**src/rtl/ra_guard_unit_if.sv**
```systemverilog
// Control-flow handshake bundle between the branch unit and the return-address guard.
// The branch unit drives the master side; the guard consumes the slave side.
interface ra_guard_if #(
    parameter int unsigned VLEN  = 32,
    parameter int unsigned DEPTH = 8
);
    localparam int unsigned CW = $clog2(DEPTH) + 1;

    logic            en_i;
    logic            strict_i;
    logic            valid_i;
    logic            is_call_i;
    logic            is_ret_i;
    logic [VLEN-1:0] link_addr_i;
    logic [VLEN-1:0] ret_target_i;
    logic            key_wr_i;
    logic [VLEN-2:0] key_i;
    logic            clr_crash_i;
    logic [VLEN-1:0] enc_link_o;
    logic [VLEN-1:0] target_o;
    logic            violation_o;
    logic            crash_o;
    logic [CW-1:0]   depth_o;
    logic            key_pending_o;

    modport master (
        output en_i, strict_i, valid_i, is_call_i, is_ret_i, link_addr_i, ret_target_i,
               key_wr_i, key_i, clr_crash_i,
        input  enc_link_o, target_o, violation_o, crash_o, depth_o, key_pending_o
    );

    modport slave (
        input  en_i, strict_i, valid_i, is_call_i, is_ret_i, link_addr_i, ret_target_i,
               key_wr_i, key_i, clr_crash_i,
        output enc_link_o, target_o, violation_o, crash_o, depth_o, key_pending_o
    );
endinterface

```
**src/rtl/ra_guard_unit.sv**
```systemverilog
// Return-address guard: XOR link encoding with a deferred-rotation key, a circular
// shadow return stack, and a sticky crash state that zeroes jump targets until cleared.
module ra_guard_unit #(
    parameter int unsigned     VLEN      = 32,
    parameter int unsigned     DEPTH     = 8,
    parameter logic [VLEN-1:0] KEY_RESET = 32'h73fa06c2,
    parameter bit              OVF_WRAP  = 1'b1
) (
    input  logic     clk_i,
    input  logic     rst_i,
    ra_guard_if.slave g
);
    localparam int unsigned PW = $clog2(DEPTH);
    localparam int unsigned CW = PW + 1;

    typedef enum logic {
        KEY_IDLE = 1'b0,
        KEY_PEND = 1'b1
    } key_state_e;

    key_state_e      kst_q, kst_d;
    logic [VLEN-2:0] key_q, key_d;
    logic [VLEN-2:0] pend_key_q, pend_key_d;
    logic [VLEN-1:0] mem_q [DEPTH];
    logic [VLEN-1:0] mem_d [DEPTH];
    logic [PW-1:0]   ptr_q, ptr_d;
    logic [CW-1:0]   cnt_q, cnt_d;
    logic            crash_q, crash_d;
    logic            viol_q, viol_d;

    logic            do_call, do_ret, ret_enc, empty, full, key_ok;
    logic [PW-1:0]   top_idx;
    logic [VLEN-1:0] top, dec_tgt;

    assign do_call = g.en_i & g.valid_i & g.is_call_i;
    assign do_ret  = g.en_i & g.valid_i & g.is_ret_i;
    assign ret_enc = g.ret_target_i[VLEN-1];
    assign empty   = (cnt_q == '0);
    assign full    = (cnt_q == CW'(DEPTH));
    assign top_idx = ptr_q - 1'b1;
    assign top     = mem_q[top_idx];
    // Key may only change while no encoded link can be live on the stack.
    assign key_ok  = g.en_i & empty & ~do_call;

    always_comb begin
        dec_tgt = g.ret_target_i;
        if (ret_enc) begin
            dec_tgt = {1'b0, g.ret_target_i[VLEN-2:1] ^ key_q[VLEN-2:1], 1'b0};
        end
    end

    always_comb begin
        g.enc_link_o = g.link_addr_i;
        if (g.en_i && g.is_call_i) begin
            g.enc_link_o = {1'b1, g.link_addr_i[VLEN-2:0] ^ key_q};
        end
        g.target_o = g.ret_target_i;
        if (g.en_i && g.valid_i && crash_q) begin
            g.target_o = '0;
        end else if (g.en_i && g.is_ret_i) begin
            g.target_o = dec_tgt;
        end
    end

    always_comb begin
        mem_d   = mem_q;
        ptr_d   = ptr_q;
        cnt_d   = cnt_q;
        viol_d  = 1'b0;
        crash_d = crash_q;

        if (do_ret) begin
            if (!ret_enc && g.strict_i) begin
                viol_d = 1'b1;
            end
            if (empty) begin
                if (g.strict_i) viol_d = 1'b1;
            end else if (top[VLEN-1:1] != dec_tgt[VLEN-1:1]) begin
                viol_d = 1'b1;
            end
        end

        // Coroutine swap on a non-empty stack replaces the top in place.
        if (do_call && do_ret && !empty) begin
            mem_d[top_idx] = g.link_addr_i;
        end else if (do_call) begin
            if (!full || OVF_WRAP) begin
                mem_d[ptr_q] = g.link_addr_i;
                ptr_d        = ptr_q + 1'b1;
                if (!full) cnt_d = cnt_q + 1'b1;
            end else begin
                viol_d = 1'b1;
            end
        end else if (do_ret && !empty) begin
            ptr_d = top_idx;
            cnt_d = cnt_q - 1'b1;
        end

        if (g.en_i && g.clr_crash_i) begin
            crash_d = 1'b0;
            cnt_d   = '0;
            ptr_d   = '0;
        end else if (viol_d) begin
            crash_d = 1'b1;
        end
    end

    always_comb begin
        kst_d      = kst_q;
        key_d      = key_q;
        pend_key_d = pend_key_q;
        case (kst_q)
            KEY_IDLE: begin
                if (g.key_wr_i) begin
                    if (key_ok) begin
                        key_d = g.key_i;
                    end else begin
                        pend_key_d = g.key_i;
                        kst_d      = KEY_PEND;
                    end
                end
            end
            KEY_PEND: begin
                if (g.key_wr_i) pend_key_d = g.key_i;
                if (key_ok) begin
                    key_d = g.key_wr_i ? g.key_i : pend_key_q;
                    kst_d = KEY_IDLE;
                end
            end
            default: kst_d = KEY_IDLE;
        endcase
    end

    always_ff @(posedge clk_i or posedge rst_i) begin
        if (rst_i) begin
            kst_q      <= KEY_IDLE;
            key_q      <= KEY_RESET[VLEN-2:0];
            pend_key_q <= '0;
            ptr_q      <= '0;
            cnt_q      <= '0;
            crash_q    <= 1'b0;
            viol_q     <= 1'b0;
            for (int i = 0; i < DEPTH; i++) mem_q[i] <= '0;
        end else begin
            kst_q      <= kst_d;
            key_q      <= key_d;
            pend_key_q <= pend_key_d;
            ptr_q      <= ptr_d;
            cnt_q      <= cnt_d;
            crash_q    <= crash_d;
            viol_q     <= viol_d;
            mem_q      <= mem_d;
        end
    end

    assign g.violation_o   = viol_q;
    assign g.crash_o       = crash_q;
    assign g.depth_o       = cnt_q;
    assign g.key_pending_o = (kst_q == KEY_PEND);
endmodule
```
**src/flat_wrapper.sv**
```systemverilog
// flat-port wrapper written by rule: the top's interface ports become plain ports
module ra_guard_unit_flat 
#(
    parameter int unsigned     VLEN      = 32,
    parameter int unsigned     DEPTH     = 8,
    parameter logic [VLEN-1:0] KEY_RESET = 32'h73fa06c2,
    parameter bit              OVF_WRAP  = 1'b1
)
  (clk_i, rst_i, g_en_i, g_strict_i, g_valid_i, g_is_call_i, g_is_ret_i, g_link_addr_i, g_ret_target_i, g_key_wr_i, g_key_i, g_clr_crash_i, g_enc_link_o, g_target_o, g_violation_o, g_crash_o, g_depth_o, g_key_pending_o);
  ra_guard_if #(.VLEN(VLEN), .DEPTH(DEPTH)) g_i ();
  input  logic clk_i;
  input  logic rst_i;
  input wire logic [$bits(g_i.en_i)-1:0] g_en_i;
  input wire logic [$bits(g_i.strict_i)-1:0] g_strict_i;
  input wire logic [$bits(g_i.valid_i)-1:0] g_valid_i;
  input wire logic [$bits(g_i.is_call_i)-1:0] g_is_call_i;
  input wire logic [$bits(g_i.is_ret_i)-1:0] g_is_ret_i;
  input wire logic [$bits(g_i.link_addr_i)-1:0] g_link_addr_i;
  input wire logic [$bits(g_i.ret_target_i)-1:0] g_ret_target_i;
  input wire logic [$bits(g_i.key_wr_i)-1:0] g_key_wr_i;
  input wire logic [$bits(g_i.key_i)-1:0] g_key_i;
  input wire logic [$bits(g_i.clr_crash_i)-1:0] g_clr_crash_i;
  output wire logic [$bits(g_i.enc_link_o)-1:0] g_enc_link_o;
  output wire logic [$bits(g_i.target_o)-1:0] g_target_o;
  output wire logic [$bits(g_i.violation_o)-1:0] g_violation_o;
  output wire logic [$bits(g_i.crash_o)-1:0] g_crash_o;
  output wire logic [$bits(g_i.depth_o)-1:0] g_depth_o;
  output wire logic [$bits(g_i.key_pending_o)-1:0] g_key_pending_o;
  assign g_i.en_i = g_en_i;
  assign g_i.strict_i = g_strict_i;
  assign g_i.valid_i = g_valid_i;
  assign g_i.is_call_i = g_is_call_i;
  assign g_i.is_ret_i = g_is_ret_i;
  assign g_i.link_addr_i = g_link_addr_i;
  assign g_i.ret_target_i = g_ret_target_i;
  assign g_i.key_wr_i = g_key_wr_i;
  assign g_i.key_i = g_key_i;
  assign g_i.clr_crash_i = g_clr_crash_i;
  assign g_enc_link_o = g_i.enc_link_o;
  assign g_target_o = g_i.target_o;
  assign g_violation_o = g_i.violation_o;
  assign g_crash_o = g_i.crash_o;
  assign g_depth_o = g_i.depth_o;
  assign g_key_pending_o = g_i.key_pending_o;
  ra_guard_unit #(.VLEN(VLEN), .DEPTH(DEPTH), .KEY_RESET(KEY_RESET), .OVF_WRAP(OVF_WRAP)) u_core (.clk_i(clk_i), .rst_i(rst_i), .g(g_i));
endmodule
```
**config.mk**
```make
export PLATFORM = sky130hd
export DESIGN_NAME = ra_guard_unit_flat
export DESIGN_NICKNAME = d
export VERILOG_FILES = /design/src/rtl/ra_guard_unit_if.sv /design/src/rtl/ra_guard_unit.sv /design/src/flat_wrapper.sv
export SDC_FILE = /design/constraint.sdc
export NUM_CORES = 1
export LEC_CHECK = 0
export CAP_MARGIN = 20
export CORE_UTILIZATION = 56
export DETAILED_ROUTE_END_ITERATION = 12
export PLACE_DENSITY = 0.78
export SLEW_MARGIN = 5
export SYNTH_ARGS = -nofsm -noshare
export SYNTH_HDL_FRONTEND = slang
export SYNTH_SLANG_ARGS = --single-unit
```
**constraint.sdc**
```tcl
create_clock -name clk_i -period 24.6 [get_ports clk_i]
set_clock_uncertainty 0.15 [all_clocks]
set_input_delay 2.46 -clock clk_i [delete_from_list [all_inputs] [get_ports clk_i]]
set_output_delay 2.46 -clock clk_i [all_outputs]
set_load 0.005 [all_outputs]
```
==> flow_summary_export.csv, run 1 <==
group,metric,value,unit
route,ant_nets,0,
power,p_leak,8.51,nW
cts,htreeDepth,2,
cts,cts_num_sinks,320,
power,vdd_drop_max,0.122,mV
cts,postCtsSetupBuffers,0,
status,status,"finished clean",
global_routing,grtUsageTotal,0.278,
synthesis,avgSynthCellArea,12.3,sq um
placement,io_buffer_count,174,
synthesis,synth_flop_cell,"dfrtp_1",
cts,cts_tree,"built",
synthesis,ys_seq_elements,320,
cts,clock_path_buffers,3,
min_path,worstHoldPathType,"flop to flop",
cts,postCtsResizedCells,0,
worst_setup_path,required,21.99,ns
floorplanning,die_height,173,um
synthesis,yosys.area.top_type,"dfrtp_1",
sta,finalSetupViolCount,0,
worst_setup_path,setup.worst_path.class,"primary input to output port",
route,wl,40500,um
worst_setup_path,crit_arrival,4.73,ns
worst_setup_path,worst_r2r_path_depth,12,
min_path,whs_path_depth,2,
sta,slew_headroom,0.255,
worst_setup_path,worstSetupEndpointType,"output port",
cts,path_clk_slew,0.06,ns
sta,period_share,0.298,
placement,pre_cts_slack,17.27,ns
sta,finalHoldViolCount,0,
sta,fin_ws,17.26,ns
cts,clockRootBuffer,"clkbuf_16",
global_routing,antenna_found_initial,1,
floorplanning,coreArea,28600,sq um
global_routing,grt_pass1_vias,11183,
route,firstDrtPassIters,5,
final_layout,seq_area,8030,sq um
global_routing,grt_max_degree,161,
cts,ctsHoldBuffers,0,
min_path,hold_start,"u_core.key_q[0]",
worst_setup_path,critPathLaunchType,"primary input",
floorplanning,initial_utilization,0.569,
synthesis,postSynthCellCount,1325,
sta,finalSetupTns,0,ns
route,viasPerCell,5.84,
synthesis,synth_area,16300,sq um
synthesis,synthArstFlopShare,1.00,
final_layout,finish.utilization,0.676,
sta,fmax,136,MHz
worst_setup_path,ff2ff_setup_slack,19.41,ns
synthesis,seq_area_frac_synth,0.493,
route,detail_route.wl_per_cell,21.8,um
worst_setup_path,crit_path_max_fanout,32,
final_layout,fillers,2063,
synthesis,synthesis.nets,1434,
sta,min_period,7.34,ns
sta,tightest_slew,1.11,ns
placement,place_congestion,0.818,
final_layout,drive_gt1_frac,0.288,
route,vias,10818,
worst_setup_path,crit_start,"g_ret_target_i[31]",
synthesis,yosysUniqueCellTypes,51,
global_routing,grt-ovfl-total,0,
synthesis,ys_top_cells_by_area,"dfrtp_1 (47%), mux2_2 (19%), mux4_2 (5.8%)",
global_routing,grt_first_pass_wirelength,63700,um
synthesis,synth_edf_count,0,
final_layout,fin_nets,1552,
floorplanning,rows,62,
cts,insertion_delay,0.50,ns
sta,drv_slew,0,
placement,dp.final_hpwl,26000,um
final_layout,multiInputGateArea,7800,sq um
power,power.density,120,nW/um^2
synthesis,yosys_warnings,0,
floorplanning,die_w,173,um
run,cap_violations,0,
synthesis,yosysTopAreaCellShare,0.467,
sta,rsz0062_at_grt,"false",
sta,holdWs,0.333,ns
floorplanning,io_pins,175,
final_layout,area_growth,18.7,%
cts,numCtsBuffers,34,
worst_setup_path,worstReg2RegStart,"u_core.ptr_q[0]",
route,drt_iter0_drc,787,
route,drc,0,
floorplanning,dieArea,29800,sq um
==> worst paths after layout <==
check                                   endpoint
hold reg to reg                  u_core.key_q[0]
max in group asynchronous        u_core.ptr_q[0]
min in group asynchronous  u_core.pend_key_q[14]
setup / recovery                   g_target_o[7]
setup reg to reg            u_core.g.violation_o
hold / removal                   u_core.key_q[0]
==> area by class of cell <==
| cell class | count | area share |
|---|---|---|
| Multi-Input combinational cell | 887 | 0.403 |
| Sequential cell | 320 | 0.415 |
| Clock inverter | 10 | 0.00388 |
| Inverter | 9 | 0.00213 |
| Antenna cell | 1 | 0.000129 |
| Tap cell | 384 | 0.0248 |
| Clock buffer | 51 | 0.0537 |
| Timing Repair Buffer | 191 | 0.0973 |
==> registers in the layout, summed over array words and instances (netlist names) <==
name	cells
u_core.g.depth_o	4
u_core.g.violation_o	1
u_core.key_q	31
u_core.g.crash_o	1
u_core.ptr_q	3
u_core.pend_key_q	31
u_core.mem_q	248
u_core.g.key_pending_o	1
==> through the flow <==
step	cells	total power, mW	cell area, sq um
after floorplan	1325	1.53	16300
after global placement	1791	1.77	18200
after detailed placement	1791	1.81	18200
after CTS	1852	2.32	19300
after global routing	1853	2.43	19300
final	1853	2.31	19300
==> placed cells by master, fill, tap and decap left out, types with 37 or more instances in the layout <==
cell type / instances
nor2_1: 56
mux4_2: 42
xnor2_1: 72
mux2_2: 273
nand2_1: 159
mux2i_1: 67
clkdlybuf4s50_1: 174
xor2_1: 51
dfrtp_1: 303
clkbuf_16: 37
==> cells by family after synthesis <==
kind of cell / count (synthesis) / share of synthesized area
simple gates: 285 / 0.0753
xor+xnor: 125 / 0.0688
buf+inv: 118 / 0.0323
compound gates: 77 / 0.0297
fa+ha+maj: 5 / 0.00430
mux: 395 / 0.297
flops: 320 / 0.493
==> power by group <==
part | switching, mW | internal (mW) | total [mW]
sequential | 0.150 | 0.748 | 0.898
clock | 0.201 | 0.303 | 0.504
combinational | 0.436 | 0.474 | 0.910
==> Yosys cell counts, drive strengths merged (8+ instances only) <==
cell,n
clkbuf,33
and3,8
buf,76
mux2,286
nor2,60
xor2,52
a21oi,9
xnor2,73
nand2,161
o21ai,38
nor3,10
inv,9
mux4,42
dfrtp,304
dfstp,16
nand3,12
mux2i,67
==> per-layer routing <==
metal	up-vias	share of wire	global-route usage
met1	5586	0.43	0.370
met5	-	0	0
li1	4870	-	-
met3	70	0.054	0.0490
met4	0	0.031	0.102
met2	292	0.49	0.457
==> critical path: stages <==
cell and delay (ns):
clkdlybuf4s50_1 0.45, buf_4 0.34, and3_1 0.21, buf_4 0.36, nand2_1 0.12, xor2_1 0.15, nor2_1 0.09, clkdlybuf4s50_1 0.52
Note: power is estimated with default switching activity, not from simulation.
==> inputs of run 2 (changes only) <==
--- a/config.mk
+++ b/config.mk
@@ -6,9 +6,9 @@
 export NUM_CORES = 1
 export LEC_CHECK = 0
 export CAP_MARGIN = 20
-export CORE_UTILIZATION = 56
+export CORE_UTILIZATION = 52
 export DETAILED_ROUTE_END_ITERATION = 12
-export PLACE_DENSITY = 0.78
+export PLACE_DENSITY = 0.76
 export SLEW_MARGIN = 5
 export SYNTH_ARGS = -nofsm -noshare
 export SYNTH_HDL_FRONTEND = slang
==> constraint.sdc (replaced) <==
create_clock -name clk_i -period 6.63 [get_ports clk_i]
set_clock_uncertainty 0.15 [all_clocks]
set_input_delay 0.663 -clock clk_i [delete_from_list [all_inputs] [get_ports clk_i]]
set_output_delay 0.663 -clock clk_i [all_outputs]
set_load 0.005 [all_outputs]
==> run 2 against run 1 <==
Sequential power increased to 3.7 times the previous value. Sequential cell count unchanged. Total power grew to 3.7 times the previous value. First-iteration DRC count increased by 6.4%. Worst hold slack worse by 0.0015 ns. Largest power group unchanged. Worst setup slack got worse by 15 ns. Global-route usage decreased by 0.89 points. Final area rose by 0.63%. Non-clock buffer count up 7. Clock-buffer cell count up 3. Routed wire length increased by 2.5%.
==> flow_summary_export.csv, run 2 (synthesis results as in run 1) <==
group,metric,value,unit
sta,min_period,4.35,ns
sta,slew_headroom,0.292,
cts,postCtsResizedCells,0,
sta,finalHoldViolCount,0,
sta,rsz0062_at_grt,"false",
placement,place_congestion,0.822,
worst_setup_path,critPathLaunchType,"flop",
route,viasPerCell,5.83,
worst_setup_path,crit_arrival,4.58,ns
final_layout,drive_gt1_frac,0.291,
global_routing,use_met2,0.419,
route,firstDrtPassIters,5,
floorplanning,die_height,179,um
final_layout,largest_register,"u_core.mem_q",
power,switchingPower,2.95,mW
route,detail_route.wl_per_cell,22.2,um
global_routing,grt_first_pass_wirelength,64400,um
cts,clock_path_buffers,3,
power,power.density,445,nW/um^2
final_layout,largestRegisters,"u_core.mem_q x248, u_core.key_q x31, u_core.pend_key_q x31",
final_layout,largest_reg_flops,248,
placement,dp.final_hpwl,27700,um
worst_setup_path,crit_path_max_fanout,33,
final_layout,finish.utilization,0.635,
sta,finalSetupTns,0,ns
placement,dpl-instance-area,18300,sq um
final_layout,antenna_cells,0,
sta,tightest_slew,1.06,ns
cts,ctsHoldBuffers,0,
placement,io_buffer_count,174,
status,status,"finished clean",
global_routing,grtUsageMet1,0.384,
route,drt_iter0_drc,837,
power,p_int,5.72,mW
sta,drv_slew,0,
route,ant_nets,0,
global_routing,use_met3,0.0411,
final_layout,layout_common_cells,"dfrtp_1 (303), mux2_2 (273), clkdlybuf4s50_1 (174)",
global_routing,grt-ovfl-total,0,
global_routing,grt_max_degree,141,
run,cap_violations,0,
worst_setup_path,setup.worst_path.class,"flop to flop",
power,power_frac_seq,0.380,
floorplanning,io_pins,175,
route,vias,10922,
floorplanning,die_w,179,um
final_layout,final_cell_area,19500,sq um
cts,postCtsSetupBuffers,0,
sta,finalSetupViolCount,0,
worst_setup_path,worst_r2r_path_depth,10,
final_layout,area_growth,19.5,%
final_layout,fin_nets,1560,
floorplanning,rows,64,
cts,path_clk_slew,0.06,ns
cts,insertion_delay,0.51,ns
route,drc,0,
global_routing,grt_pass1_vias,11209,
worst_setup_path,required,6.86,ns
final_layout,final_common_cell,"dfrtp_1",
sta,period_share,0.656,
cts,clockRootBuffer,"clkbuf_16",
floorplanning,dieArea,32000,sq um
global_routing,top_usage_layer,"met2",
power,vdd_drop_max,0.276,mV
sta,fmax,230,MHz
power,pwr-share-clk,0.223,
cts,htreeDepth,2,
route,wl,41500,um
floorplanning,initial_utilization,0.531,
power,p_leak,8.55,nW
cts,cts_num_sinks,320,
power,p_total,8.66,mW
global_routing,antenna_found_initial,0,
min_path,worstHoldPathType,"flop to flop",
cts,numCtsBuffers,35,
cts,cts_tree,"built",
floorplanning,coreArea,30700,sq um
power,pwr-share-comb,0.397,
min_path,whs_path_depth,1,
power,swShare,0.340,
worst_setup_path,worstSetupEndpointType,"flop",
global_routing,grtUsageTotal,0.269,
-- run 2: through the flow --
stage          setup slack [ns]  cells  hold slack (ns)
6_report                   2.28   1872            0.332
5_1_grt                    2.05   1872            0.361
4_1_cts                    2.30   1872            0.336
3_5_place_dp               2.32   1810            0.323
3_3_place_gp               2.36   1810            0.315
2_1_floorplan              1.56   1325            0.300
-- run 2: routing by layer --
layer / routed length (um) / vias up
li1: - / 4872
met1: 18300 / 5622
met2: 19400 / 355
met3: 2630 / 73
met4: 1180 / 0
met5: 0 / -
-- run 2: worst max-delay path, stage by stage (launching register included) --
cell     delay, ns
dfrtp_2       0.40
inv_2         0.59
ha_2          0.70
buf_12        0.30
nor2_1        0.56
a22o_1        0.27
nor2_1        0.08
xnor2_1       0.13
nor4_1        0.55
and4_1        0.33
o22ai_1       0.10
-- run 2: worst paths after layout --
kind,from,to,slack (ns)
worst max-delay path,u_core.ptr_q[0],u_core.g.violation_o,2.28
worst min-delay path,u_core.mem_q[100],u_core.mem_q[100],0.33
worst max register to register,u_core.ptr_q[0],u_core.g.violation_o,2.28
worst min register to register,u_core.mem_q[100],u_core.mem_q[100],0.33
max in group asynchronous,rst_i,u_core.ptr_q[0],4.70
min in group asynchronous,rst_i,u_core.mem_q[176],0.34
-- run 2: layout make-up --
class / instances / area [sq um]
multi-input combinational: 887 / 7780
inverter: 9 / 37.5
clock buffer: 54 / 1080
clock inverter: 8 / 71.3
tap: 396 / 495
fill: 2378 / 11200
sequential: 320 / 8030
timing repair buffer: 198 / 1970
-- run 2: power groups by stage --
stage / sequential (mW) / combinational [mW] / clock (mW)
after floorplan: 3.10 / 2.58 / 0
after global placement: 3.25 / 3.36 / 0
after detailed placement: 3.30 / 3.44 / 0
after CTS: 3.27 / 3.45 / 1.96
after global routing: 3.38 / 3.71 / 2.04
final: 3.29 / 3.44 / 1.93
==> inputs of run 3 (changes only) <==
--- a/config.mk
+++ b/config.mk
@@ -6,9 +6,9 @@
 export NUM_CORES = 1
 export LEC_CHECK = 0
 export CAP_MARGIN = 20
-export CORE_UTILIZATION = 52
+export CORE_UTILIZATION = 56
 export DETAILED_ROUTE_END_ITERATION = 12
-export PLACE_DENSITY = 0.76
+export PLACE_DENSITY = 0.78
 export SLEW_MARGIN = 5
 export SYNTH_ARGS = -nofsm -noshare
 export SYNTH_HDL_FRONTEND = slang
==> constraint.sdc (replaced) <==
create_clock -name clk_i -period 4.5 [get_ports clk_i]
set_clock_uncertainty 0.15 [all_clocks]
set_input_delay 0.45 -clock clk_i [delete_from_list [all_inputs] [get_ports clk_i]]
set_output_delay 0.45 -clock clk_i [all_outputs]
set_load 0.005 [all_outputs]
==> run 3 against run 2 <==
Utilization rose by 5.1 points. Cell count unchanged. Critical path depth did not move. Sequential cell count is the same. Routed wire length is 0.27% higher. Die area decreased by 7.1%. Final area is 0.76% higher. Register-to-register slack got worse by 1.5 ns. Via count is 0.78% higher. First-iteration DRC count increased by 0.60%. Combinational power rose by 47%. Largest cell class unchanged. Highest routed layer unchanged.
==> flow_summary_export.csv, run 3 (synthesis results as in run 1) <==
group,metric,value,unit
sta,drv_slew,0,
min_path,worstHoldPathType,"primary input to asynchronous set/reset pin",
route,wl,41600,um
route,detail_route.wl_per_cell,22.2,um
route,drt_iter0_drc,842,
route,ant_nets,0,
worst_setup_path,crit_arrival,3.94,ns
worst_setup_path,crit_top_cell,"nor4_1",
run,cap_violations,0,
power,swShare,0.338,
cts,cts_num_sinks,320,
sta,finalSetupViolCount,0,
sta,slew_headroom,0.305,
power,p_int,8.57,mW
cts,insertion_delay,0.52,ns
power,power_frac_seq,0.378,
worst_setup_path,crit_slowest_cell,"ha_2",
global_routing,grt-ovfl-total,0,
global_routing,grt_first_pass_wirelength,66400,um
floorplanning,die_w,173,um
final_layout,drive_gt1_frac,0.294,
power,p_total,12.9,mW
floorplanning,dieArea,29800,sq um
floorplanning,die_height,173,um
floorplanning,initial_utilization,0.569,
cts,clock_path_buffers,3,
power,vdd_drop_max,0.473,mV
global_routing,grtUsageTotal,0.288,
floorplanning,rows,62,
worst_setup_path,worst_r2r_path_depth,10,
global_routing,grt_pass1_vias,11428,
cts,clockRootBuffer,"clkbuf_16",
worst_setup_path,setup.worst_path.class,"flop to flop",
final_layout,fin_nets,1571,
worst_setup_path,crit_path_max_fanout,25,
power,pwr-share-clk,0.230,
final_layout,area_growth,20.4,%
final_layout,final_common_cell,"dfrtp_1",
final_layout,antenna_cells,0,
cts,htreeDepth,2,
route,drc,0,
cts,numCtsBuffers,35,
placement,dpl-instance-area,18400,sq um
sta,period_share,0.823,
sta,finalHoldViolCount,0,
global_routing,grt_max_degree,111,
power,pwr-share-comb,0.392,
worst_setup_path,critPathLaunchType,"flop",
final_layout,final_cell_area,19600,sq um
cts,cts_tree,"built",
cts,postCtsResizedCells,0,
sta,tightest_slew,1.04,ns
worst_setup_path,required,4.74,ns
floorplanning,coreArea,28600,sq um
final_layout,largest_register,"u_core.mem_q",
sta,rsz0062_at_grt,"false",
floorplanning,io_pins,175,
placement,dp.final_hpwl,27700,um
final_layout,layout_common_cells,"dfrtp_1 (303), mux2_2 (273), clkdlybuf4s50_1 (174)",
worst_setup_path,path_cells,"inv_1, ha_2, buf_4, a2111oi_0, nor4_1, xnor2_1, nand4_1, nor4_1, and4_1, o22ai_1",
power,switchingPower,4.38,mW
route,viasPerCell,5.88,
cts,postCtsSetupBuffers,0,
placement,place_congestion,0.829,
worst_setup_path,worstReg2RegStart,"u_core.ptr_q[1]",
final_layout,largestRegisters,"u_core.mem_q x248, u_core.key_q x31, u_core.pend_key_q x31",
placement,io_buffer_count,174,
route,firstDrtPassIters,5,
power,power.density,660,nW/um^2
sta,min_period,3.70,ns
cts,ctsHoldBuffers,0,
global_routing,antenna_found_initial,0,
sta,fmax,270,MHz
worst_setup_path,ff2ff_setup_slack,0.80,ns
route,vias,11007,
status,status,"finished clean",
worst_setup_path,worstSetupEndpointType,"flop",
worst_setup_path,rr_endpoint,"u_core.g.violation_o",
final_layout,largest_reg_flops,248,
worst_setup_path,slowest_delay,0.86,ns
power,p_leak,8.64,nW
cts,path_clk_slew,0.06,ns
run 3: through the flow:
stage	TNS [ns]	setup WS (ns)	hold WS (ns)	utilization	cells
final	0	0.799	0.318	0.685	1872
after global routing	0	0.621	0.352	0.685	1872
after CTS	0	0.828	0.334	0.685	1872
after detailed placement	0	0.850	0.321	0.644	1809
after global placement	0	0.946	0.313	0.644	1809
after floorplan	-107.54	-0.354	0.300	-	1325
run 3: critical path, delay by kind of cell, from the launching register on:
family          cells  cell delay, ns
xor+xnor            1            0.17
fa+ha+maj           1            0.86
simple gates        4            1.21
compound gates      2            0.20
flops               1            0.49
buf+inv             2            0.48
run 3: how the worst max path moves through the flow:
stage                         start                    to  slack, ns  cells after the start
floorplan                     rst_i      u_core.g.crash_o      -0.35                      1
global placement    u_core.ptr_q[1]  u_core.g.violation_o       0.95                     10
CTS                 u_core.ptr_q[1]  u_core.g.violation_o       0.83                     10
global route        u_core.ptr_q[1]  u_core.g.violation_o       0.62                     10
detailed placement  u_core.ptr_q[1]  u_core.g.violation_o       0.85                     10
finish              u_core.ptr_q[1]  u_core.g.violation_o       0.80                     10
run 3: area by class of cell:
type | instances | area (sq um)
clock buffer | 58 | 1090
clock inverter | 5 | 100
fill | 2047 | 9010
inverter | 9 | 37.5
multi-input combinational | 887 | 7780
sequential | 320 | 8030
tap | 384 | 480
timing repair buffer | 209 | 2090
run 3: metal layers:
metal / track usage / share of wire
met2: 0.468 / 0.48
met3: 0.0602 / 0.063
met5: 0 / 0
met4: 0.0826 / 0.025
met1: 0.392 / 0.43
run 3: power by group through the flow:
stage	clock network, mW	registers [mW]	logic (mW)
2_1_floorplan	0	4.56	3.80
3_3_place_gp	0	4.83	4.90
3_5_place_dp	0	4.90	5.04
4_1_cts	3.00	4.87	5.08
5_1_grt	3.12	5.03	5.46
6_report	2.98	4.89	5.07
